## config.mk

```make
export PLATFORM = sky130hd
export DESIGN_NAME = truth_table_sweep_flat
export DESIGN_NICKNAME = d
export VERILOG_FILES = /design/src/rtl/truth_table_sweep_pkg.sv /design/src/rtl/truth_table_sweep_if.sv /design/src/rtl/truth_table_sweep_row_counter.sv /design/src/rtl/truth_table_sweep.sv /design/src/flat_wrapper.sv
export SDC_FILE = /design/constraint.sdc
export NUM_CORES = 1
export LEC_CHECK = 0
export ABC_AREA = 1
export CELL_PAD_IN_SITES_DETAIL_PLACEMENT = 0
export CELL_PAD_IN_SITES_GLOBAL_PLACEMENT = 1
export CORE_MARGIN = 2
export CORE_UTILIZATION = 37
export DETAILED_ROUTE_END_ITERATION = 7
export HOLD_SLACK_MARGIN = 0.03
export PLACE_DENSITY = 0.92
export SLEW_MARGIN = 10
export SYNTH_ARGS = -nofsm -noshare
export SYNTH_HDL_FRONTEND = slang
export SYNTH_SLANG_ARGS = --single-unit
```

## constraint.sdc

```tcl
create_clock -name clk -period 4.3 [get_ports clk]
set_input_delay 0.86 -clock clk [delete_from_list [all_inputs] [get_ports clk]]
set_output_delay 0.86 -clock clk [all_outputs]
set_load 0.1 [all_outputs]
```

## src/rtl/truth_table_sweep_pkg.sv

```systemverilog
// rtl/truth_table_sweep_pkg.sv - shared types and helpers for the truth-table sweep engine
// Purpose: FSM state encoding, the largest supported input count and the row-count helper.
// Ports: none (package).
package tt_pkg;

    typedef enum logic [1:0] {
        IDLE = 2'd0,
        RUN  = 2'd1,
        DONE = 2'd2
    } tt_state_t;

    localparam int MAX_N = 8;

    // Number of rows in an n-input truth table.
    function automatic int tt_rows(input int n);
        return 1 << n;
    endfunction

endpackage

```

## src/rtl/truth_table_sweep_if.sv

```systemverilog
// rtl/truth_table_sweep_if.sv - row/value stream with valid/ready and the external response bit
// Purpose: groups the per-row handshake between the sweep engine and its consumer.
// Signals: row (N), s, out_valid driven by the engine; out_ready, dut_s driven by the consumer.
interface truth_table_sweep_if #(
    parameter int N = 3
);
    logic [N-1:0] row;
    logic         s;
    logic         out_valid;
    logic         out_ready;
    logic         dut_s;

    modport master (
        output row, s, out_valid,
        input  out_ready, dut_s
    );

    modport slave (
        input  row, s, out_valid,
        output out_ready, dut_s
    );
endinterface

```

## src/rtl/truth_table_sweep_row_counter.sv

```systemverilog
// rtl/truth_table_sweep_row_counter.sv - N-bit row counter with clear, enable and last-row flag
// Purpose: steps through truth-table rows; stops at the last row instead of wrapping.
// Ports: clk, reset (sync, active-high), clear_i, en_i in; row_o (N), last_o out.
module tt_row_counter
    import tt_pkg::*;
#(
    parameter int N = 3
) (
    input  logic         clk,
    input  logic         reset,
    input  logic         clear_i,
    input  logic         en_i,
    output logic [N-1:0] row_o,
    output logic         last_o
);
    localparam logic [N-1:0] LAST_ROW = N'(tt_rows(N) - 1);

    logic [N-1:0] row_q, row_d;

    // The last row is found by comparison so the counter never relies on wrap-around.
    assign last_o = (row_q == LAST_ROW);
    assign row_o  = row_q;

    always_comb begin
        row_d = row_q;
        if (clear_i) begin
            row_d = '0;
        end else if (en_i && !last_o) begin
            row_d = row_q + {{(N-1){1'b0}}, 1'b1};
        end
    end

    always_ff @(posedge clk) begin
        if (reset) begin
            row_q <= '0;
        end else begin
            row_q <= row_d;
        end
    end
endmodule

```

## src/rtl/truth_table_sweep.sv

```systemverilog
// rtl/truth_table_sweep.sv - sequential truth-table engine for an N-input boolean function
// Purpose: walks rows 0..2^N-1, presents each row with its mask value over valid/ready, and in
//          check mode counts mismatches of the external response against the mask.
// Ports: clk, reset (sync, active-high); start, mode, mask (2^N) in; bus (row/s/out_valid out,
//        out_ready/dut_s in); busy, done, ones (N+1), errors (N+1), first_err (N), err_flag out.
module truth_table_sweep
    import tt_pkg::*;
#(
    parameter int N = 3
) (
    input  logic                clk,
    input  logic                reset,
    input  logic                start,
    input  logic                mode,
    input  logic [(1<<N)-1:0]   mask,
    truth_table_sweep_if.master bus,
    output logic                busy,
    output logic                done,
    output logic [N:0]          ones,
    output logic [N:0]          errors,
    output logic [N-1:0]        first_err,
    output logic                err_flag
);
    localparam int ROWS = tt_rows(N);

    tt_state_t       state_q, state_d;
    logic [ROWS-1:0] mask_q, mask_d;
    logic            mode_q, mode_d;
    logic [N:0]      ones_q, ones_d;
    logic [N:0]      errors_q, errors_d;
    logic [N-1:0]    first_err_q, first_err_d;
    logic            err_flag_q, err_flag_d;

    logic            cnt_clear, cnt_en, last_row;
    logic [N-1:0]    row;
    logic            s_w, run_w, hs;

    tt_row_counter #(.N(N)) u_row_counter (
        .clk     (clk),
        .reset   (reset),
        .clear_i (cnt_clear),
        .en_i    (cnt_en),
        .row_o   (row),
        .last_o  (last_row)
    );

    // s is looked up from registered mask and row, so it moves in the same cycle as row.
    assign run_w = (state_q == RUN);
    assign s_w   = run_w ? mask_q[row] : 1'b0;
    assign hs    = run_w && bus.out_ready;

    assign bus.row       = row;
    assign bus.s         = s_w;
    assign bus.out_valid = run_w;
    assign busy          = (state_q != IDLE);
    assign done          = (state_q == DONE);
    assign ones          = ones_q;
    assign errors        = errors_q;
    assign first_err     = first_err_q;
    assign err_flag      = err_flag_q;

    always_comb begin
        state_d     = state_q;
        mask_d      = mask_q;
        mode_d      = mode_q;
        ones_d      = ones_q;
        errors_d    = errors_q;
        first_err_d = first_err_q;
        err_flag_d  = err_flag_q;
        cnt_clear   = 1'b0;
        cnt_en      = 1'b0;
        case (state_q)
            IDLE: begin
                if (start) begin
                    state_d     = RUN;
                    mask_d      = mask;
                    mode_d      = mode;
                    ones_d      = '0;
                    errors_d    = '0;
                    first_err_d = '0;
                    err_flag_d  = 1'b0;
                    cnt_clear   = 1'b1;
                end
            end
            RUN: begin
                if (hs) begin
                    cnt_en = 1'b1;
                    ones_d = ones_q + {{N{1'b0}}, s_w};
                    if (mode_q && (bus.dut_s != s_w)) begin
                        errors_d = errors_q + {{N{1'b0}}, 1'b1};
                        if (!err_flag_q) begin
                            first_err_d = row;
                            err_flag_d  = 1'b1;
                        end
                    end
                    if (last_row) begin
                        state_d = DONE;
                    end
                end
            end
            DONE:    state_d = IDLE;
            default: state_d = IDLE;
        endcase
    end

    always_ff @(posedge clk) begin
        if (reset) begin
            state_q     <= IDLE;
            mask_q      <= '0;
            mode_q      <= 1'b0;
            ones_q      <= '0;
            errors_q    <= '0;
            first_err_q <= '0;
            err_flag_q  <= 1'b0;
        end else begin
            state_q     <= state_d;
            mask_q      <= mask_d;
            mode_q      <= mode_d;
            ones_q      <= ones_d;
            errors_q    <= errors_d;
            first_err_q <= first_err_d;
            err_flag_q  <= err_flag_d;
        end
    end
endmodule

```

## src/flat_wrapper.sv

```systemverilog
// flat-port wrapper written by rule: the top's interface ports become plain ports
module truth_table_sweep_flat import tt_pkg::*;
#(
    parameter int N = 3
)
  (clk, reset, start, mode, mask, busy, done, ones, errors, first_err, err_flag, bus_row, bus_s, bus_out_valid, bus_out_ready, bus_dut_s);
  truth_table_sweep_if #(.N(N)) bus_i ();
  input  logic clk;
  input  logic reset;
  input  logic start;
  input  logic mode;
  input  logic [(1<<N)-1:0] mask;
  output logic busy;
  output logic done;
  output logic [N:0] ones;
  output logic [N:0] errors;
  output logic [N-1:0] first_err;
  output logic err_flag;
  output wire logic [$bits(bus_i.row)-1:0] bus_row;
  output wire logic [$bits(bus_i.s)-1:0] bus_s;
  output wire logic [$bits(bus_i.out_valid)-1:0] bus_out_valid;
  input wire logic [$bits(bus_i.out_ready)-1:0] bus_out_ready;
  input wire logic [$bits(bus_i.dut_s)-1:0] bus_dut_s;
  assign bus_row = bus_i.row;
  assign bus_s = bus_i.s;
  assign bus_out_valid = bus_i.out_valid;
  assign bus_i.out_ready = bus_out_ready;
  assign bus_i.dut_s = bus_dut_s;
  truth_table_sweep #(.N(N)) u_core (.clk(clk), .reset(reset), .start(start), .mode(mode), .mask(mask), .bus(bus_i), .busy(busy), .done(done), .ones(ones), .errors(errors), .first_err(first_err), .err_flag(err_flag));
endmodule
```

* Word-level counts from Yosys, hierarchy flattened
Cells that the tools add are included.
Word-level totals: flip-flop bits (word level) 26, word-level logic and storage cells 60, output and inout bits 19
Operators by class: $add $sub $neg 3, muxes and demuxes 26, equal/unequal tests 9, reductions and logical operators 13, order comparisons 1
Operator list (count):
- two-way mux 4 bit | 4
- case mux 4 bit (2 select lines) | 2
- two-way mux 3 bit | 4
- != test 2 bit (second input constant) | 5
- two-way mux 1 bit | 9
- two-way mux 2 bit | 3
- case mux 3 bit (2 select lines) | 1
- AND reduction 3 bit | 2
- AND reduction 5 bit | 1
- adder 4 x 1 -> 4 bit | 1
- adder 4 x 1 -> 4 bit (second input constant) | 1
- less-than comparator 3 x 4 -> 1 bit (second input constant) | 1
- case mux 2 bit (2 select lines) | 1
- AND reduction 4 bit | 1
- nonzero test 2 bit | 2
- adder 3 x 1 -> 3 bit (second input constant) | 1
- binary-select mux 1 bit (select 3 bit) | 1
- equality test 3 bit (second input constant) | 1
- logical AND 1 bit | 3
- equality test 2 x 1 -> 1 bit (second input constant) | 1
- equality test 2 bit (second input constant) | 1
- zero test 2 bit | 1
- case mux 1 bit (2 select lines) | 1
- AND reduction 2 bit | 1
- 3 further kinds | 3

* Depth between registers and ports, before layout
word-level depth 8, mapped depth 13, gate-level depth less buffers 13

* By module
A second synthesis with hierarchy kept.
Second synthesis, totals: cells, all modules 184, area total of the unflattened synthesis 1275.0 µm²
By module, submodules not included:
- truth_table_sweep | area each 1116.1 µm², sequential area each 460.4 µm², cells an instance 161, times used 1
- tt_row_counter | area each 158.9 µm², sequential area each 60.1 µm², cells an instance 23, times used 1

* Worst setup path before layout
No wires, ideal clock.
path type reg2reg, from register u_core.u_row_counter.row_q[0] (netlist: u_core.u_row_counter.row_o[0]), to register u_core.ones_q[2] (netlist: u_core.ones[2]), required time 4135 ps, library setup time 165 ps, clock period less this slack 2788 ps, slack 1512 ps, arrival 2623 ps, cell stages (with the launch flop) 12, path through dfxtp_1 > inv_2 > nand2_1 > nand3_1 > nand3_2 > nand2_2 > ha_1 > ha_1 > inv_1 > nor2_1 > o21ai_0 > a21oi_1
On the way: cells in the longest elaborated chain, start to end 6
Ends and longest elaborated chain:
- from (decl) | line truth_table_sweep_row_counter.sv:18 | logic [N-1:0] row_q, row_d;
- from (signal assigned) | line truth_table_sweep_row_counter.sv:37 | row_q <= row_d;
- binary-select mux 1 bit (select 3 bit) | line truth_table_sweep.sv:49 | assign s_w = run_w ? mask_q[row] : 1'b0;
- two-way mux 1 bit (implied by the code) | line truth_table_sweep.sv:49
- two-way mux 1 bit | line truth_table_sweep.sv:49
- via bus_s | line flat_wrapper.sv:20 | output wire logic [$bits(bus_i.s)-1:0] bus_s;
- adder 4 x 1 -> 4 bit | line truth_table_sweep.sv:88 | ones_d = ones_q + {{N{1'b0}}, s_w};
- two-way mux 4 bit | line truth_table_sweep.sv:86 | if (hs) begin
- case mux 4 bit (2 select lines) | line truth_table_sweep.sv:72 | case (state_q)
- to (signal assigned) | line truth_table_sweep.sv:119 | ones_q <= ones_d;
- to (decl) | line truth_table_sweep.sv:29 | logic [N:0] ones_q, ones_d;
The timed path passes the listed nets, and every way through them passes these cells. The select of a mux whose other input is x is not followed. A chain may end at the register's enable or synchronous reset.

* Worst setup path after layout
from register u_core.u_row_counter.row_q[0] (netlist: u_core.u_row_counter.row_o[0]), to output port bus_s
On the way: cells in the longest elaborated chain, start to end 3
Ends and longest elaborated chain (line):
- binary-select mux 1 bit (select 3 bit) | truth_table_sweep.sv:49
- two-way mux 1 bit (implied by the code) | truth_table_sweep.sv:49
- two-way mux 1 bit | truth_table_sweep.sv:49
- to (decl) | flat_wrapper.sv:20
Every way passes these cells. The select of a mux whose other input is x is not followed.

==> impl_metrics.json <==
{
  "status": "completed",
  "r2r_setup_slack_ns": 2.56,
  "first_pass_iters": 4,
  "ys_seq_area_frac": 0.396,
  "synth_area_leader_cell": "dfxtp_1",
  "synth_area_leaders": "dfxtp_1 40%, nand2_1 7.4%, nor2_1 6.3%",
  "clk_latency_ns": 0.32,
  "required_ns": 3.44,
  "hold_start": "u_core.mask_q[5]",
  "clock-sinks": 26,
  "layout_commonest_cell": "clkdlybuf4s50_1",
  "fmax_mhz": 301,
  "grt_pass1_wl_mm": 4.82,
  "irDropWorstVdd_mv": 0.141,
  "rsz0062_at_grt": "false",
  "pre_cts_ws_ns": 1.36,
  "combPwrFrac": 0.230,
  "layout_common_cells": "32 x clkdlybuf4s50_1, 26 x nand2_1, 26 x dfxtp_1, 22 x nor2_1, 18 x inv_1",
  "synthCells": 174,
  "drc_errors": 0,
  "io_pins": 33,
  "row_count": 21,
  "switching_share": 0.309,
  "syn_area_um2": 1320,
  "cts_buffer_depth": 2,
  "ys_seq_elements": 26,
  "cts_repair_resize_count": 0,
  "powerDensity_nw_per_um2": 322,
  "period_needed_ns": 3.32,
  "core_um2": 3360,
  "die_y_um": 63.6,
  "cp-end-kind": "output port",
  "cts_hold_buffers": 0,
  "drive_above_1_share": 0.163,
  "wirelength_mm": 2.68,
  "num_vias": 1149,
  "relSlewSlack": 0.348,
  "leakage_nw": 0.694,
  "skew_ns": 0.00827,
  "overflow": 0,
  "cp_data_arrival_time_ns": 2.46,
  "power.switching_mw": 0.173,
  "synth_warnings": 0,
  "start_kind": "flip-flop",
  "drv_cap": 0,
  "die-area_um2": 4050,
  "io_buffers": 32,
  "syn2layout_area_growth_pct": 32.2,
  "tightest_slew_ns": 0.975,
  "routabilityCongestion": 0.839,
  "cts_setup_buffers": 0,
  "htree_num_levels": 1,
  "avgSynthCellArea_um2": 7.56,
  "period_share": 0.772,
  "drt_iter0_markers": 49,
  "crit_type": "flip-flop to output port",
  "synth_top_area_frac": 0.396,
  "synth_fp_nets": 193,
  "hold_class": "flip-flop to flip-flop",
  "wl_per_cell_um": 10.5,
  "r2r_start": "u_core.u_row_counter.row_o[0]",
  "tns_ns": 0,
  "start_util": 0.391,
  "antenna_cells": 0,
  "hold_depth": 2,
  "min_to": "u_core.mask_q[5]",
  "power_frac_clock": 0.305,
  "die_width_um": 63.6,
  "ant_nets": 0,
  "nets": 228,
  "fin_ws_ns": 0.982,
  "synth.distinct_cells": 25,
  "finalMaxSlewViolations": 0,
  "grt_max_degree": 17,
  "p_seq_frac": 0.465,
  "cts_made_buffers": 3,
  "grt_pass1_vias": 1055,
  "setup_viol": 0,
  "via_per_inst": 4.52,
  "path_max_fanout": 9,
  "tritoncts": "done",
  "r2r_cells": 11,
  "grt_usage": 0.149,
  "p_int_mw": 0.386,
  "clk_pin_slew_ns": 0.15,
  "hold_viol_final": 0,
  "antenna_found_initial": 0,
  "dpl.hpwl_mm": 2.04,
  "clockRootBuffer": "clkbuf_4",
  "worst_r2r_endpoint": "u_core.ones[2]"
}
## cell usage after synthesis
master / instances
dfxtp_1: 26
clkinv_2: 1
inv_2: 5
nand3_2: 3
nand3_1: 12
clkinv_1: 2
ha_1: 5
or2_1: 1
a211oi_1: 1
nor3_1: 1
o31ai_4: 1
nor2_4: 2
xnor2_1: 1
clkbuf_1: 2
o21ai_0: 12
inv_1: 18
nand2_2: 8
a21oi_1: 12
xor2_1: 1
nor2_2: 2
nand2_4: 4
nand2_1: 26
a21oi_2: 4
nor2_1: 22
nand4_1: 2
## worst max-delay path, cell delays in order (launching register included)
cell	delay, ns
dfxtp_1	0.52
inv_2	0.10
nand2_1	0.08
nand3_1	0.06
nand2_1	0.08
nand2_2	0.07
nand2_2	0.09
clkdlybuf4s50_1	1.14
## sequential cells by signal, summed over array words and instances, names as in the netlist
signal and cells:
u_core.mode_q 1, u_core.errors 4, u_core.state_q 2, u_core.first_err 3, u_core.err_flag 1, u_core.u_row_counter.row_o 3, u_core.ones 4, u_core.mask_q 8
## per-layer routing
metal | share of wire | wire length (µm) | global-route usage | up-vias
met4 | 0.013 | 36 | 0.0571 | 0
met2 | 0.43 | 1150 | 0.226 | 19
met1 | 0.52 | 1410 | 0.211 | 503
li1 | - | - | - | 625
met5 | 0 | 0 | 0 | -
met3 | 0.032 | 86 | 0.0232 | 2
## logic make-up (layout without fill, tap and decap cells)
family | Yosys count | count (layout) | synth area share
flip-flops | 26 | 26 | 0.396
AND/OR/NAND/NOR | 83 | 83 | 0.323
adder cells (fa/ha/maj) | 5 | 5 | 0.0476
XOR/XNOR | 2 | 2 | 0.0133
AO/OA/AOI/OAI | 30 | 30 | 0.140
buffers and inverters | 28 | 62 | 0.0809
## stage by stage
step	util	power [mW]	hold slack [ns]	cell area, µm²	instances
after floorplan	-	0.360	0.429	1320	174
after global placement	0.501	0.394	0.451	1690	250
after detailed placement	0.501	0.395	0.456	1690	250
after CTS	0.517	0.564	0.477	1740	254
after global routing	0.517	0.590	0.490	1740	254
final	0.517	0.559	0.472	1740	254
## power by group through the flow
stage          logic, mW  registers, mW  clock network (mW)
4_1_cts            0.130          0.260               0.174
6_report           0.129          0.260               0.170
3_5_place_dp       0.130          0.265                   0
3_3_place_gp       0.130          0.265                   0
2_1_floorplan     0.0717          0.288                   0
5_1_grt            0.142          0.262               0.186
## worst max path at each step
stage                                        from        endpoint  depth (start not counted)
floorplan           u_core.u_row_counter.row_o[0]  u_core.ones[2]                         11
global placement    u_core.u_row_counter.row_o[0]           bus_s                          7
detailed placement  u_core.u_row_counter.row_o[0]           bus_s                          7
CTS                 u_core.u_row_counter.row_o[0]           bus_s                          7
global route        u_core.u_row_counter.row_o[0]           bus_s                          7
finish              u_core.u_row_counter.row_o[0]           bus_s                          7
## area by class of cell
class / count / area, µm²
clock buffers: 3 / 22.5
clock inverters: 1 / 30.0
fillers: 376 / 1630
inverters: 26 / 98.8
multi-input cells: 120 / 688
flip-flops and latches: 26 / 520
well taps: 46 / 57.6
repair buffers: 32 / 320
Note: power is estimated with default switching activity, not from simulation.
